`src/rtl/sample_decompressor.sv`:
```
// Run-length sample decompressor: literals, with a count word after each pair of equal literals.
// Optional SAMPLE_DECOMPRESSOR_INDEX_EN adds a 40-bit delivered-sample counter output.
module sample_decompressor (
  input  logic        clk,
  input  logic        rst_n,
  input  logic        clear,
  input  logic [15:0] in_data,
  input  logic        in_valid,
  output logic        in_ready,
  output logic [15:0] out_data,
  output logic        out_valid,
  input  logic        out_ready,
  output logic        busy,
  output logic [31:0] pipeline_state
`ifdef SAMPLE_DECOMPRESSOR_INDEX_EN
  ,
  output logic [39:0] sample_index
`endif
);

  typedef enum logic [1:0] {
    st_init   = 2'd0,
    st_lit    = 2'd1,
    st_count  = 2'd2,
    st_expand = 2'd3
  } state_e;

  state_e      state_q, state_d;
  logic [15:0] prev_q, prev_d;
  logic [15:0] rem_q, rem_d;
  logic        cont_q, cont_d;
  logic [15:0] out_data_q, out_data_d;
  logic        out_valid_q, out_valid_d;
  logic        slot_free;
  logic        accept;

  assign slot_free = !out_valid_q || out_ready;
  // rst_n gating keeps in_ready low for the whole reset window, not just after the first edge.
  assign in_ready  = rst_n && !clear && (state_q != st_expand) && slot_free;
  assign accept    = in_valid && in_ready;

  always_comb begin
    state_d     = state_q;
    prev_d      = prev_q;
    rem_d       = rem_q;
    cont_d      = cont_q;
    out_data_d  = out_data_q;
    out_valid_d = out_valid_q;
    if (clear) begin
      state_d     = st_init;
      out_valid_d = 1'b0;
      rem_d       = '0;
      cont_d      = 1'b0;
    end else begin
      if (out_valid_q && out_ready) out_valid_d = 1'b0;
      unique case (state_q)
        st_init: begin
          if (accept) begin
            out_data_d  = in_data;
            out_valid_d = 1'b1;
            prev_d      = in_data;
            state_d     = st_lit;
          end
        end
        st_lit: begin
          if (accept) begin
            out_data_d  = in_data;
            out_valid_d = 1'b1;
            prev_d      = in_data;
            if (in_data == prev_q) state_d = st_count;
          end
        end
        st_count: begin
          if (accept) begin
            if (in_data == 16'h0000) begin
              state_d = st_lit;
            end else begin
              rem_d   = in_data;
              cont_d  = (in_data == 16'hFFFF);
              state_d = st_expand;
            end
          end
        end
        st_expand: begin
          // rem only moves when a repeat actually lands in the output register.
          if (slot_free) begin
            out_data_d  = prev_q;
            out_valid_d = 1'b1;
            rem_d       = rem_q - 16'd1;
            if (rem_q == 16'd1) state_d = cont_q ? st_count : st_lit;
          end
        end
        default: state_d = st_init;
      endcase
    end
  end

  always_ff @(posedge clk or negedge rst_n) begin
    if (!rst_n) begin
      state_q     <= st_init;
      rem_q       <= '0;
      cont_q      <= 1'b0;
      out_valid_q <= 1'b0;
    end else begin
      state_q     <= state_d;
      rem_q       <= rem_d;
      cont_q      <= cont_d;
      out_valid_q <= out_valid_d;
    end
  end

  // Datapath registers carry no reset; their contents are qualified by out_valid/state.
  always_ff @(posedge clk) begin
    prev_q     <= prev_d;
    out_data_q <= out_data_d;
  end

  assign out_data       = out_data_q;
  assign out_valid      = out_valid_q;
  assign busy           = (state_q == st_expand) || out_valid_q;
  assign pipeline_state = {state_q, cont_q, 13'b0, rem_q};

`ifdef SAMPLE_DECOMPRESSOR_INDEX_EN
  logic [39:0] index_q;

  always_ff @(posedge clk or negedge rst_n) begin
    if (!rst_n) begin
      index_q <= '0;
    end else if (clear) begin
      index_q <= '0;
    end else if (out_valid_q && out_ready) begin
      index_q <= index_q + 40'd1;
    end
  end

  assign sample_index = index_q;
`endif

endmodule

```
`config.mk`:
```
export PLATFORM = sky130hd
export DESIGN_NAME = sample_decompressor
export DESIGN_NICKNAME = d
export VERILOG_FILES = /design/src/rtl/sample_decompressor.sv
export SDC_FILE = /design/constraint.sdc
export NUM_CORES = 1
export LEC_CHECK = 0
export CAP_MARGIN = 20
export CORE_MARGIN = 2
export CORE_UTILIZATION = 53
export DETAILED_ROUTE_END_ITERATION = 16
export PLACE_DENSITY = 0.85
export REMOVE_ABC_BUFFERS = 1
export SKIP_LAST_GASP = 1
export SYNTH_ARGS = -nofsm -noshare
export SYNTH_HDL_FRONTEND = slang
export SYNTH_SLANG_ARGS = --single-unit
```
`constraint.sdc`:
```
create_clock -name clk -period 4.65 [get_ports clk]
set_input_delay 0.93 -clock clk [delete_from_list [all_inputs] [get_ports clk]]
set_output_delay 0.93 -clock clk [all_outputs]
set_load 0.03 [all_outputs]
```
### Word level (Yosys, flattened, before mapping)

Cells that the tools add are included.

* multiplexer cells: 27
* eq/ne operators: 17
* $add $sub $neg: 1
* bitwise logic cells: 1
* reduce and logical (&&, ||, !) cells: 21

Operator list (number)
* two-way mux 16 bit: 6
* case mux 16 bit (2 select lines): 2
* != test 3 bit (second input constant): 7
* two-way mux 2 bit: 9
* == test 16 x 1 -> 1 bit (second input constant): 1
* == test 16 bit: 1
* == test 16 bit (second input constant): 1
* logical NOT 16 bit: 1
* subtractor 16 x 1 -> 16 bit (second input constant): 1
* two-way mux 1 bit: 8
* case mux 2 bit (4 select lines): 1
* AND reduction 4 bit: 2
* != test 2 bit (second input constant): 3
* AND reduction 3 bit: 2
* AND reduction 6 bit: 1
* nonzero test 2 bit: 3
* logical AND 1 bit: 5
* == test 2 bit (second input constant): 2
* nonzero test 3 bit: 1
* == test 2 x 1 -> 1 bit (second input constant): 1
* logical NOT 1 bit: 2
* logical NOT 2 bit: 1
* logical OR 1 bit: 2
* != test 2 x 1 -> 1 bit (second input constant): 1
* 3 further kinds: 3

* output and inout port bits: 51
* flip-flop bits (word level): 52

### Logic depth before layout (Yosys ltp)

Gate-level depths: netlist of run 1.

* word-level depth: 8
* depth in mapped cells: 7
* gate-level depth less buffers: 7

### Worst setup path before layout of run 1

Ideal clock, no wire load.

* path type: input -> output
* start: input port clear
* end: output port in_ready
* data arrival time: 1952 ps
* slack: 1768 ps
* buffers on the path: 2
* stages: 3
* cells stage by stage: buf_6 -> clkbuf_1 -> nor3_1

* cells in the longest elaborated chain, start to end: 4

RTL lines
* from (decl): RTL line 6 `input logic clear,`
* logical NOT 1 bit: RTL line 39 `assign in_ready = rst_n && !clear && (state_q != st_expand) && slot_free;`
* logical AND 1 bit (3 in series): RTL line 39
* to (decl): RTL line 9 `output logic in_ready,`

Every way passes these cells.

### Worst setup path after layout of run 1

* start: input port rst_n
* end: output port in_ready

* cells in the longest elaborated chain, start to end: 3

RTL lines
* from (decl): RTL line 5 `input logic rst_n,`
* logical AND 1 bit (3 in series): RTL line 39

Every way passes these cells.

==> impl_metrics.prom, run 1 <==
# TYPE chip_impl_metric gauge
chip_impl_info{name="post-synth-top-area-cell",value="edfxtp_1"} 1
chip_impl_metric{name="syn_area_per_cell",unit="um2"} 9.61
chip_impl_metric{name="cts_setup_buffers",unit=""} 0
chip_impl_metric{name="grt_pass1_wl",unit="mm"} 11.1
chip_impl_metric{name="cp_max_fo",unit=""} 10
chip_impl_metric{name="floorplan.initialDensity",unit="%"} 55.8
chip_impl_metric{name="detailedPlacementHpwl",unit="mm"} 4.79
chip_impl_metric{name="post-route-util",unit="%"} 68.2
chip_impl_metric{name="final_net_count",unit=""} 377
chip_impl_metric{name="vias_after_detailed_routing",unit=""} 2459
chip_impl_metric{name="cap_violations",unit=""} 0
chip_impl_metric{name="netlist_cell_types",unit=""} 45
chip_impl_metric{name="cts.sink_count",unit=""} 52
chip_impl_metric{name="total_negative_setup_slacks",unit="ns"} 0
chip_impl_metric{name="cts_buffers",unit=""} 5
chip_impl_metric{name="design_power_total",unit="uW"} 934
chip_impl_metric{name="flip_flop_and_latch_count_after_synthesis",unit=""} 52
chip_impl_metric{name="pnr_worst_setup_slack",unit="ns"} 1.16
chip_impl_metric{name="synthesis.instances",unit=""} 302
chip_impl_metric{name="clk_transition_reported_paths",unit="ns"} 0.09
chip_impl_metric{name="chipHeight",unit="um"} 78.0
chip_impl_metric{name="grt_start_max_net_pins",unit=""} 31
chip_impl_metric{name="critPathMaxStageDelay",unit="ns"} 0.71
chip_impl_metric{name="initial_antenna_violation_count",unit=""} 0
chip_impl_info{name="grt_setup_unrepaired",value="false"} 1
chip_impl_metric{name="critical_path_arrival",unit="ns"} 2.56
chip_impl_metric{name="ios",unit=""} 72
chip_impl_metric{name="n_antenna_cell",unit=""} 0
chip_impl_metric{name="drt-wirelength-per-cell",unit="um"} 16.0
chip_impl_info{name="worstSetupPathType",value="in -> out"} 1
chip_impl_metric{name="max_clock_freq",unit="MHz"} 286
chip_impl_metric{name="tightest_slew",unit="ns"} 0.760
chip_impl_info{name="cts_root_buffer",value="clkbuf_8"} 1
chip_impl_metric{name="powerDensity",unit="nW/um2"} 263
chip_impl_metric{name="area_share_of_the_leading_cell_type_in_the_synthesized_netlist",unit="%"} 33.1
chip_impl_metric{name="post-route-drc-count",unit=""} 0
chip_impl_info{name="tritoncts_clock_tree",value="built"} 1
chip_impl_metric{name="final-setup-viol-count",unit=""} 0
chip_impl_metric{name="cts_repair_resized_insts",unit=""} 0
chip_impl_info{name="min_path_type",value="reg -> reg"} 1
chip_impl_metric{name="die_width",unit="um"} 78.0
chip_impl_metric{name="clock_latency",unit="ns"} 0.30
chip_impl_info{name="critPathMostFrequentCell",value="clkdlybuf4s50_1"} 1
chip_impl_metric{name="ctsHoldBuffers",unit=""} 0
chip_impl_metric{name="detail_route.iter0.violations",unit=""} 218
chip_impl_metric{name="critPathRequiredTime",unit="ns"} 3.72
chip_impl_metric{name="timing.slew.headroom",unit="%"} 48.9
chip_impl_metric{name="post-route-period-util",unit="%"} 75.1
chip_impl_metric{name="place_congestion",unit=""} 0.856
chip_impl_metric{name="via_count_of_the_first_global_routing_pass",unit=""} 2283
chip_impl_metric{name="drive_above_1_share",unit="%"} 4.23
chip_impl_metric{name="totalWireLength",unit="mm"} 6.79
chip_impl_metric{name="drt.antenna.violating_nets",unit=""} 0
chip_impl_metric{name="synth_seq_area_share",unit="%"} 50.3
chip_impl_metric{name="fillers",unit=""} 399
chip_impl_metric{name="maximum_root_to_sink_buffer_count",unit=""} 2
chip_impl_metric{name="fin_crit",unit="ns"} 3.49
chip_impl_metric{name="htree_levels",unit=""} 2
chip_impl_info{name="synth_top_cells_by_area",value="edfxtp_1, dfrtp_1, nand2_1"} 1
chip_impl_metric{name="power.leakage",unit="nW"} 1.40
chip_impl_metric{name="fin_area",unit="um2"} 3550
chip_impl_metric{name="synth_area",unit="um2"} 2900
chip_impl_metric{name="drt_pre_antenna_iters",unit=""} 5
chip_impl_metric{name="worst_ir_drop_vdd",unit="V"} 0.000121
chip_impl_metric{name="syn_to_final_growth",unit="%"} 22.3
chip_impl_metric{name="place_worst_setup_slack",unit="ns"} 1.12
chip_impl_metric{name="port_buffers",unit=""} 58
chip_impl_info{name="crit_path_cell_trace",value="clkdlybuf4s50_1 -> nand2_1 -> nor3_1 -> clkdlybuf4s50_1"} 1
chip_impl_info{name="cp-end-kind",value="primary output"} 1
chip_impl_metric{name="floorplan.core_area",unit="um2"} 5200
chip_impl_metric{name="placementRows",unit=""} 26
chip_impl_metric{name="design.die.area",unit="um2"} 6080
chip_impl_metric{name="global_routing_usage_summed_across_all_routing_layers",unit="%"} 23.0
chip_impl_metric{name="dpl-instance-area",unit="um2"} 3470
chip_impl_metric{name="timing.final.hold_violations",unit=""} 0
chip_impl_metric{name="aggregate_global_routing_overflow",unit=""} 0
chip_impl_info{name="outcome",value="completed"} 1
chip_impl_metric{name="synth_warnings",unit=""} 0
chip_impl_metric{name="route.detailed.vias_per_inst",unit=""} 5.79
chip_impl_info{name="timing.critical_path.from_type",value="primary input"} 1
chip_impl_metric{name="fin_skew",unit="ns"} 0.00306
chip_impl_info{name="slowest_stage",value="clkdlybuf4s50_1"} 1
chip_impl_metric{name="maxSlewViolCount",unit=""} 0
[cell usage after synthesis]
| cell type | count |
|---|---|
| o31ai_1 | 2 |
| buf_2 | 3 |
| inv_1 | 19 |
| nor3_1 | 7 |
| or3_1 | 1 |
| a32oi_1 | 2 |
| o31ai_4 | 1 |
| nand3_1 | 2 |
| clkbuf_1 | 10 |
| o31a_1 | 1 |
| nand3b_1 | 2 |
| conb_1 | 1 |
| a21oi_1 | 20 |
| ha_1 | 2 |
| or4_1 | 2 |
| a31o_2 | 1 |
| and3_1 | 2 |
| edfxtp_1 | 32 |
| a211o_1 | 4 |
| and4_1 | 1 |
| o21ai_1 | 1 |
| a211oi_2 | 1 |
| dfrtp_1 | 20 |
| buf_6 | 2 |
| a211oi_1 | 1 |
| xnor2_1 | 16 |
| o21ai_0 | 10 |
| a221oi_1 | 1 |
| buf_4 | 14 |
| nor4b_1 | 1 |
| nand4_1 | 11 |
| nor4_2 | 1 |
| nand2_1 | 60 |
| and2_1 | 2 |
| o21a_1 | 1 |
| o32ai_1 | 10 |
| nor4_1 | 7 |
| mux2_2 | 1 |
| o211a_1 | 1 |
| nor3b_1 | 1 |
| a31oi_1 | 1 |
| nor2b_1 | 2 |
| a22oi_1 | 5 |
| nor2_1 | 12 |
| nand2b_1 | 5 |
[cell type report]
class                      instances  area, um2  area share, %
clock inverter                     2       11.3          0.317
sequential                        52       1460           41.2
tap                               70       87.6           2.47
timing repair buffer              62        611           17.2
inverter                          19       71.3           2.01
clock buffer                       6       72.6           2.04
multi-input combinational        214       1230           34.8
[routing by layer]
metal / GRT usage, % / part of all wire, % / vias to the layer above
met5: 0 / 0 / -
met2: 35.3 / 46 / 137
met4: 9.30 / 2.3 / 0
met3: 4.19 / 8.1 / 14
met1: 32.4 / 44 / 1147
li1: - / - / 1161
[worst max-delay path, delay by kind of cell]
family | cells | cell delay [ns]
and+or+nand+nor | 2 | 0.23
buffers and inverters | 2 | 1.40
[stage by stage]
stage | hold WS, ns | std cells
6_report | 0.578 | 425
3_5_place_dp | 0.552 | 417
3_3_place_gp | 0.540 | 417
4_1_cts | 0.572 | 425
2_1_floorplan | 0.532 | 285
5_1_grt | 0.601 | 425
[cell families (layout without fill, tap and decap cells)]
kind of cell | after synthesis | in the layout | share of synthesized area (%)
compound gates | 63 | 63 | 15.1
xor+xnor | 16 | 16 | 4.83
fa+ha+maj | 2 | 2 | 0.862
buf+inv | 48 | 89 | 8.66
flops | 52 | 52 | 50.3
mux | 1 | 1 | 0.388
other cells | 1 | 13 | 0.129
simple gates | 119 | 119 | 19.7
[layout by cell type, fill, tap and decap left out, types with 2 or more instances in the layout]
cell	n
nand3b_1	2
nand2_1	60
ha_1	2
nor2_1	12
conb_1	13
edfxtp_1	32
clkdlybuf4s50_1	58
clkbuf_8	5
a22oi_1	5
dfrtp_1	20
a211o_1	4
nand3_1	2
o32ai_1	10
a32oi_1	2
o21ai_0	10
or4_1	2
nor3_1	7
nand2b_1	5
o31ai_1	2
buf_4	4
nor4_1	7
and2_1	2
nand4_1	11
xnor2_1	16
a21oi_1	20
and3_1	2
nor2b_1	2
inv_1	19
[sequential cells by signal (all words and copies together) (netlist names)]
name	cells
cont_q	1
out_data	16
out_valid	1
prev_q	16
rem_q	16
state_q	2
[report_power, final]
group / switching [mW] / internal, mW / leakage, nW
Sequential: 0.0129 / 0.506 / 0.570
Combinational: 0.102 / 0.0622 / 0.793
Clock: 0.146 / 0.105 / 0.0388
Total: 0.261 / 0.673 / 1.40
[worst paths after layout]
kind / depth (start not counted) / to / slack (ns) / from
max in group asynchronous: 2 / rem_q[2]$_DFFE_PN0P_ / 3.20 / rst_n
worst max register to register: 5 / rem_q[7]$_DFFE_PN0P_ / 2.09 / state_q[0]$_DFFE_PN0P_
worst max-delay path: 4 / in_ready / 1.16 / rst_n
min in group asynchronous: 1 / rem_q[14]$_DFFE_PN0P_ / 0.91 / rst_n
worst min-delay path: 2 / rem_q[15]$_DFFE_PN0P_ / 0.58 / rem_q[15]$_DFFE_PN0P_
worst min register to register: 2 / rem_q[15]$_DFFE_PN0P_ / 0.58 / rem_q[15]$_DFFE_PN0P_
(Power assumes the default switching activity.)
==> run 2, diff against run 1 <==
--- a/config.mk
+++ b/config.mk
@@ -7,9 +7,9 @@
 export LEC_CHECK = 0
 export CAP_MARGIN = 20
 export CORE_MARGIN = 2
-export CORE_UTILIZATION = 53
+export CORE_UTILIZATION = 45
 export DETAILED_ROUTE_END_ITERATION = 16
-export PLACE_DENSITY = 0.85
+export PLACE_DENSITY = 0.77
 export REMOVE_ABC_BUFFERS = 1
 export SKIP_LAST_GASP = 1
 export SYNTH_ARGS = -nofsm -noshare
==> constraint.sdc (replaced) <==
create_clock -name clk -period 3 [get_ports clk]
set_input_delay 0.6 -clock clk [delete_from_list [all_inputs] [get_ports clk]]
set_output_delay 0.6 -clock clk [all_outputs]
set_load 0.03 [all_outputs]
==> impl_metrics.prom, run 2 (same netlist as run 1, synthesis figures left out) <==
# TYPE chip_impl_metric gauge
chip_impl_info{name="rr_startpoint",value="out_valid$_DFF_PN0_"} 1
chip_impl_metric{name="ctsHoldBuffers",unit=""} 0
chip_impl_metric{name="stdcell_count",unit=""} 449
chip_impl_metric{name="final-setup-viol-count",unit=""} 0
chip_impl_info{name="tritoncts_clock_tree",value="built"} 1
chip_impl_metric{name="maximum_root_to_sink_buffer_count",unit=""} 2
chip_impl_metric{name="via_count_of_the_first_global_routing_pass",unit=""} 2406
chip_impl_metric{name="fin_skew",unit="ns"} 0.00369
chip_impl_info{name="outcome",value="completed"} 1
chip_impl_metric{name="cts.sink_count",unit=""} 52
chip_impl_metric{name="cts_repair_resized_insts",unit=""} 0
chip_impl_metric{name="n_antenna_cell",unit=""} 0
chip_impl_metric{name="final_net_count",unit=""} 394
chip_impl_metric{name="critical_path_arrival",unit="ns"} 2.71
chip_impl_metric{name="place_congestion",unit=""} 0.864
chip_impl_metric{name="cp_max_fo",unit=""} 13
chip_impl_metric{name="powerDensity",unit="nW/um2"} 399
chip_impl_metric{name="floorplan.core_area",unit="um2"} 6280
chip_impl_metric{name="post-route-util",unit="%"} 58.7
chip_impl_metric{name="clock_latency",unit="ns"} 0.30
chip_impl_metric{name="cap_violations",unit=""} 0
chip_impl_info{name="timing.critical_path.from_type",value="primary input"} 1
chip_impl_metric{name="drt_pre_antenna_iters",unit=""} 5
chip_impl_metric{name="port_buffers",unit=""} 58
chip_impl_metric{name="drive_above_1_share",unit="%"} 8.87
chip_impl_metric{name="tightest_slew",unit="ns"} 0.803
chip_impl_metric{name="grt_start_max_net_pins",unit=""} 41
chip_impl_metric{name="vias_after_detailed_routing",unit=""} 2514
chip_impl_metric{name="global_routing_usage_summed_across_all_routing_layers",unit="%"} 21.4
chip_impl_info{name="worstSetupPathType",value="in -> reg"} 1
chip_impl_info{name="cp-end-kind",value="flop"} 1
chip_impl_info{name="layout.cells.most_common",value="nand2_1"} 1
chip_impl_metric{name="worst_ir_drop_vdd",unit="V"} 0.000264
chip_impl_metric{name="drt-wirelength-per-cell",unit="um"} 16.4
chip_impl_metric{name="maxSlewViolCount",unit=""} 0
chip_impl_metric{name="route.detailed.vias_per_inst",unit=""} 5.60
chip_impl_metric{name="total_negative_setup_slacks",unit="ns"} 0
chip_impl_metric{name="totalWireLength",unit="mm"} 7.36
chip_impl_info{name="layout_common_cells",value="nand2_1, clkdlybuf4s50_1, edfxtp_1, buf_4"} 1
chip_impl_metric{name="timing.final.hold_violations",unit=""} 0
chip_impl_metric{name="place_worst_setup_slack",unit="ns"} 0.104
chip_impl_metric{name="detail_route.iter0.violations",unit=""} 282
chip_impl_metric{name="cts_setup_buffers",unit=""} 0
chip_impl_metric{name="timing.slew.headroom",unit="%"} 46.0
chip_impl_metric{name="aggregate_global_routing_overflow",unit=""} 0
chip_impl_metric{name="post-route-drc-count",unit=""} 0
chip_impl_metric{name="placed_cells_incl_taps",unit=""} 441
chip_impl_metric{name="die_width",unit="um"} 84.3
chip_impl_metric{name="design.die.area",unit="um2"} 7110
chip_impl_metric{name="clk_transition_reported_paths",unit="ns"} 0.09
chip_impl_metric{name="htree_levels",unit=""} 2
chip_impl_metric{name="placementRows",unit=""} 29
chip_impl_metric{name="pnr_worst_setup_slack",unit="ns"} 0.505
chip_impl_metric{name="critPathRequiredTime",unit="ns"} 3.21
chip_impl_info{name="min_path_type",value="reg -> reg"} 1
chip_impl_metric{name="detailedPlacementHpwl",unit="mm"} 5.34
chip_impl_info{name="critPathLaunch",value="out_ready"} 1
chip_impl_metric{name="drt.antenna.violating_nets",unit=""} 0
chip_impl_metric{name="fin_crit",unit="ns"} 2.50
chip_impl_metric{name="chipHeight",unit="um"} 84.3
chip_impl_info{name="cts_root_buffer",value="clkbuf_8"} 1
chip_impl_info{name="worstHoldStart",value="cont_q$_DFFE_PN0P_"} 1
chip_impl_info{name="grt_setup_unrepaired",value="false"} 1
chip_impl_metric{name="floorplan.initialDensity",unit="%"} 46.2
chip_impl_metric{name="initial_antenna_violation_count",unit=""} 0
chip_impl_metric{name="post-route-period-util",unit="%"} 83.2
chip_impl_metric{name="fillers",unit=""} 549
chip_impl_metric{name="cts_buffers",unit=""} 5
chip_impl_metric{name="syn_to_final_growth",unit="%"} 26.9
chip_impl_metric{name="power.leakage",unit="nW"} 1.49
chip_impl_metric{name="ios",unit=""} 72
chip_impl_metric{name="grt_pass1_wl",unit="mm"} 12.1
chip_impl_metric{name="max_clock_freq",unit="MHz"} 401
run 2: cell count changes in the layout (fill, tap and decap cells not counted), sizes merged:
cell           before  now
buf                 4   22
clkdlybuf4s50      58   57
run 2: stage by stage:
step | cell area, um2 | total power, mW | hold slack (ns)
2_1_floorplan | 2770 | 0.959 | 0.304
3_3_place_gp | 3600 | 1.09 | 0.544
3_5_place_dp | 3600 | 1.09 | 0.550
4_1_cts | 3680 | 1.47 | 0.572
5_1_grt | 3680 | 1.53 | 0.613
6_report | 3680 | 1.47 | 0.563
run 2: final timing paths:
check                                          to  slack, ns  depth (start not counted)
min reg2reg                    cont_q$_DFFE_PN0P_       0.56                          1
min                            cont_q$_DFFE_PN0P_       0.56                          1
min in group asynchronous  state_q[1]$_DFFE_PN0P_       0.69                          2
max reg2reg                 rem_q[13]$_DFFE_PN0P_       0.77                          5
max                         rem_q[13]$_DFFE_PN0P_       0.50                          6
max in group asynchronous    rem_q[2]$_DFFE_PN0P_       2.08                          2
run 2: power by group:
group | total, mW | switching [mW] | internal (mW)
clock | 0.391 | 0.228 | 0.162
combinational | 0.280 | 0.170 | 0.110
sequential | 0.798 | 0.0145 | 0.784
total | 1.47 | 0.412 | 1.06
run 2: area by class of cell:
| cell class | instances | area, um2 | share of cell area, % |
|---|---|---|---|
| clock inverter | 2 | 11.3 | 0.306 |
| sequential | 52 | 1460 | 39.7 |
| inverter | 19 | 71.3 | 1.94 |
| multi-input combinational | 214 | 1230 | 33.5 |
| tap | 77 | 96.3 | 2.62 |
| clock buffer | 6 | 72.6 | 1.97 |
| timing repair buffer | 79 | 736 | 20.0 |
run 2: metal layers:
metal	share of wire [%]	track usage [%]
met2	46	32.8
met1	45	31.0
met5	0	0
met3	7.6	4.42
met4	1.1	5.87
run 2: worst max-delay path, cell delays in order:
cell	delay [ns]
clkdlybuf4s50_1	0.48
nor2b_1	0.08
or4_1	0.61
o21ai_0	0.21
nand3b_1	0.41
o21ai_0	0.32
==> run 3, diff against run 2 <==
==> constraint.sdc (replaced) <==
create_clock -name clk -period 2.2 [get_ports clk]
set_input_delay 0.44 -clock clk [delete_from_list [all_inputs] [get_ports clk]]
set_output_delay 0.44 -clock clk [all_outputs]
set_load 0.03 [all_outputs]
==> impl_metrics.prom, run 3 (same netlist as run 1, synthesis figures left out) <==
# TYPE chip_impl_metric gauge
chip_impl_info{name="outcome",value="completed"} 1
chip_impl_metric{name="drive_above_1_share",unit="%"} 12.8
chip_impl_metric{name="cts_buffers",unit=""} 5
chip_impl_metric{name="timing.final.hold_violations",unit=""} 0
chip_impl_metric{name="fin_skew",unit="ns"} 0.00505
chip_impl_metric{name="post-route-drc-count",unit=""} 0
chip_impl_metric{name="worst_ir_drop_vdd",unit="V"} 0.000254
chip_impl_metric{name="footprint_of_the_multi_input_gates",unit="um2"} 1250
chip_impl_metric{name="cts.sink_count",unit=""} 52
chip_impl_metric{name="cap_violations",unit=""} 0
chip_impl_metric{name="placementRows",unit=""} 29
chip_impl_info{name="layout.cells.most_common",value="nand2_1"} 1
chip_impl_metric{name="route.detailed.vias_per_inst",unit=""} 5.63
chip_impl_info{name="critPathMostFrequentCell",value="buf_4"} 1
chip_impl_metric{name="critPathMaxStageDelay",unit="ns"} 0.45
chip_impl_metric{name="critPathRequiredTime",unit="ns"} 2.44
chip_impl_metric{name="post-route-period-util",unit="%"} 97.2
chip_impl_metric{name="critical_path.n_buffers_inverters",unit=""} 3
chip_impl_metric{name="drt.antenna.violating_nets",unit=""} 0
chip_impl_info{name="critPathLaunch",value="in_data[3]"} 1
chip_impl_metric{name="global_routing_usage_summed_across_all_routing_layers",unit="%"} 22.1
chip_impl_metric{name="die_width",unit="um"} 84.3
chip_impl_info{name="crit_path_cell_trace",value="clkdlybuf4s50_1 -> nor4_1 -> and4_1 -> buf_4 -> o31ai_4 -> buf_4 -> a31o_2 -> a21oi_1"} 1
chip_impl_metric{name="fillers",unit=""} 525
chip_impl_metric{name="clk_transition_reported_paths",unit="ns"} 0.10
chip_impl_metric{name="cp_max_fo",unit=""} 5
chip_impl_metric{name="tightest_slew",unit="ns"} 0.561
chip_impl_info{name="setup.worst_path.end",value="rem_q[0]$_DFFE_PN0P_"} 1
chip_impl_metric{name="max_clock_freq",unit="MHz"} 468
chip_impl_metric{name="via_count_of_the_first_global_routing_pass",unit=""} 2478
chip_impl_info{name="min_path_type",value="in -> async"} 1
chip_impl_info{name="slowest_stage",value="nor4_1"} 1
chip_impl_metric{name="critical_path_arrival",unit="ns"} 2.38
chip_impl_metric{name="maximum_root_to_sink_buffer_count",unit=""} 2
chip_impl_metric{name="pnr_worst_setup_slack",unit="ns"} 0.0614
chip_impl_metric{name="place_congestion",unit=""} 0.888
chip_impl_metric{name="power.leakage",unit="nW"} 1.58
chip_impl_info{name="rr_startpoint",value="out_valid$_DFF_PN0_"} 1
chip_impl_metric{name="aggregate_global_routing_overflow",unit=""} 0
chip_impl_metric{name="floorplan.initialDensity",unit="%"} 46.2
chip_impl_metric{name="n_antenna_cell",unit=""} 0
chip_impl_metric{name="floorplan.core_area",unit="um2"} 6280
chip_impl_metric{name="grt_pass1_wl",unit="mm"} 12.5
chip_impl_metric{name="chipHeight",unit="um"} 84.3
chip_impl_metric{name="timing.reg2reg.setup_slack",unit="ns"} 0.16
chip_impl_metric{name="port_buffers",unit=""} 58
chip_impl_metric{name="ios",unit=""} 72
chip_impl_metric{name="place_worst_setup_slack",unit="ns"} -0.232
chip_impl_metric{name="totalWireLength",unit="mm"} 7.65
chip_impl_metric{name="vias_after_detailed_routing",unit=""} 2594
chip_impl_metric{name="syn_to_final_growth",unit="%"} 32.2
chip_impl_metric{name="design_power_total",unit="mW"} 2.08
chip_impl_metric{name="detailedPlacementHpwl",unit="mm"} 5.58
chip_impl_info{name="worst_path_top_cell_family_by_delay",value="simple AND/OR/NAND/NOR gates"} 1
chip_impl_metric{name="clock_latency",unit="ns"} 0.32
chip_impl_metric{name="r2r.worst_path.cells",unit=""} 7
chip_impl_metric{name="regArea",unit="um2"} 1460
chip_impl_info{name="worstSetupPathType",value="in -> reg"} 1
chip_impl_metric{name="htree_levels",unit=""} 2
chip_impl_metric{name="powerDensity",unit="nW/um2"} 542
chip_impl_metric{name="grt_start_max_net_pins",unit=""} 40
chip_impl_info{name="tritoncts_clock_tree",value="built"} 1
chip_impl_metric{name="cp_num_cells",unit=""} 8
chip_impl_info{name="grt_setup_unrepaired",value="false"} 1
chip_impl_metric{name="design.die.area",unit="um2"} 7110
chip_impl_metric{name="final_net_count",unit=""} 406
chip_impl_metric{name="fin_worst_hold_slack",unit="ns"} 0.487
chip_impl_metric{name="maxSlewViolCount",unit=""} 0
chip_impl_info{name="regToRegEndpoint",value="rem_q[0]$_DFFE_PN0P_"} 1
chip_impl_metric{name="initial_antenna_violation_count",unit=""} 0
chip_impl_info{name="layout_common_cells",value="nand2_1, clkdlybuf4s50_1, edfxtp_1, buf_4"} 1
chip_impl_metric{name="ctsHoldBuffers",unit=""} 0
chip_impl_info{name="timing.critical_path.from_type",value="primary input"} 1
chip_impl_metric{name="fin_crit",unit="ns"} 2.14
chip_impl_metric{name="detail_route.iter0.violations",unit=""} 290
chip_impl_info{name="cts_root_buffer",value="clkbuf_8"} 1
chip_impl_info{name="cp-end-kind",value="flop"} 1
chip_impl_metric{name="drt-wirelength-per-cell",unit="um"} 16.6
chip_impl_metric{name="timing.slew.headroom",unit="%"} 62.3
chip_impl_metric{name="drt_pre_antenna_iters",unit=""} 5
chip_impl_metric{name="final-setup-viol-count",unit=""} 0
## run 3: cell type report
| type | count | share of cell area, % |
|---|---|---|
| clock buffer | 5 | 1.79 |
| clock inverter | 3 | 0.717 |
| inverter | 19 | 1.86 |
| multi-input combinational | 214 | 32.5 |
| sequential | 52 | 38.1 |
| tap | 77 | 2.51 |
| timing repair buffer | 91 | 22.5 |
## run 3: worst reg2reg max path, cell delays in order, from the launching register on
cell and delay (ns):
dfrtp_1 0.42, nor2b_1 0.16, or4_1 0.58, buf_4 0.19
o31ai_4 0.22, buf_4 0.17, a31o_2 0.15, a21oi_1 0.04
## run 3: power breakdown
part | total (mW) | internal (mW) | switching (mW) | leakage, nW
Clock | 0.588 | 0.234 | 0.354 | 0.0463
Sequential | 1.09 | 1.07 | 0.0200 | 0.570
Combinational | 0.405 | 0.166 | 0.239 | 0.964
## run 3: metrics by stage
stage | cells | utilization, % | setup TNS [ns] | area, um2
6_report | 461 | 61.1 | 0 | 3840
5_1_grt | 461 | 61.1 | 0 | 3840
4_1_cts | 460 | 60.8 | 0 | 3810
3_5_place_dp | 452 | 59.2 | -7.03 | 3720
3_3_place_gp | 452 | 59.2 | -5.83 | 3720
2_1_floorplan | 285 | - | -9.24 | 2770
## run 3: routing by layer
metal  wire, um  part of all wire (%)  up-vias  global-route usage [%]
met1       3280                    43     1213                    30.4
met3        575                   7.5       16                    3.24
met2       3630                    47      147                    36.3
met5          0                     0        -                       0
li1           -                     -     1218                       -
met4        165                   2.2        0                    6.60
## run 3: repair_timing
action                                  in CTS  in global routing
setup buffers                                0                  1
endpoints found under the setup margin       0                  4
resized for setup                            0                  3
hold endpoints to repair                     0                  0
## run 3: worst min path at each step
| stage | startpoint | to | slack (ns) |
|---|---|---|---|
| finish | rst_n | out_valid$_DFF_PN0_ | 0.49 |
| global route | rst_n | state_q[0]$_DFFE_PN0P_ | 0.50 |
| CTS | rst_n | state_q[0]$_DFFE_PN0P_ | 0.51 |
| detailed placement | prev_q[6]$_DFFE_PP_ | out_data[6]$_DFFE_PP_ | 0.56 |
| global placement | prev_q[0]$_DFFE_PP_ | out_data[0]$_DFFE_PP_ | 0.54 |
| floorplan | rst_n | cont_q$_DFFE_PN0P_ | 0.14 |
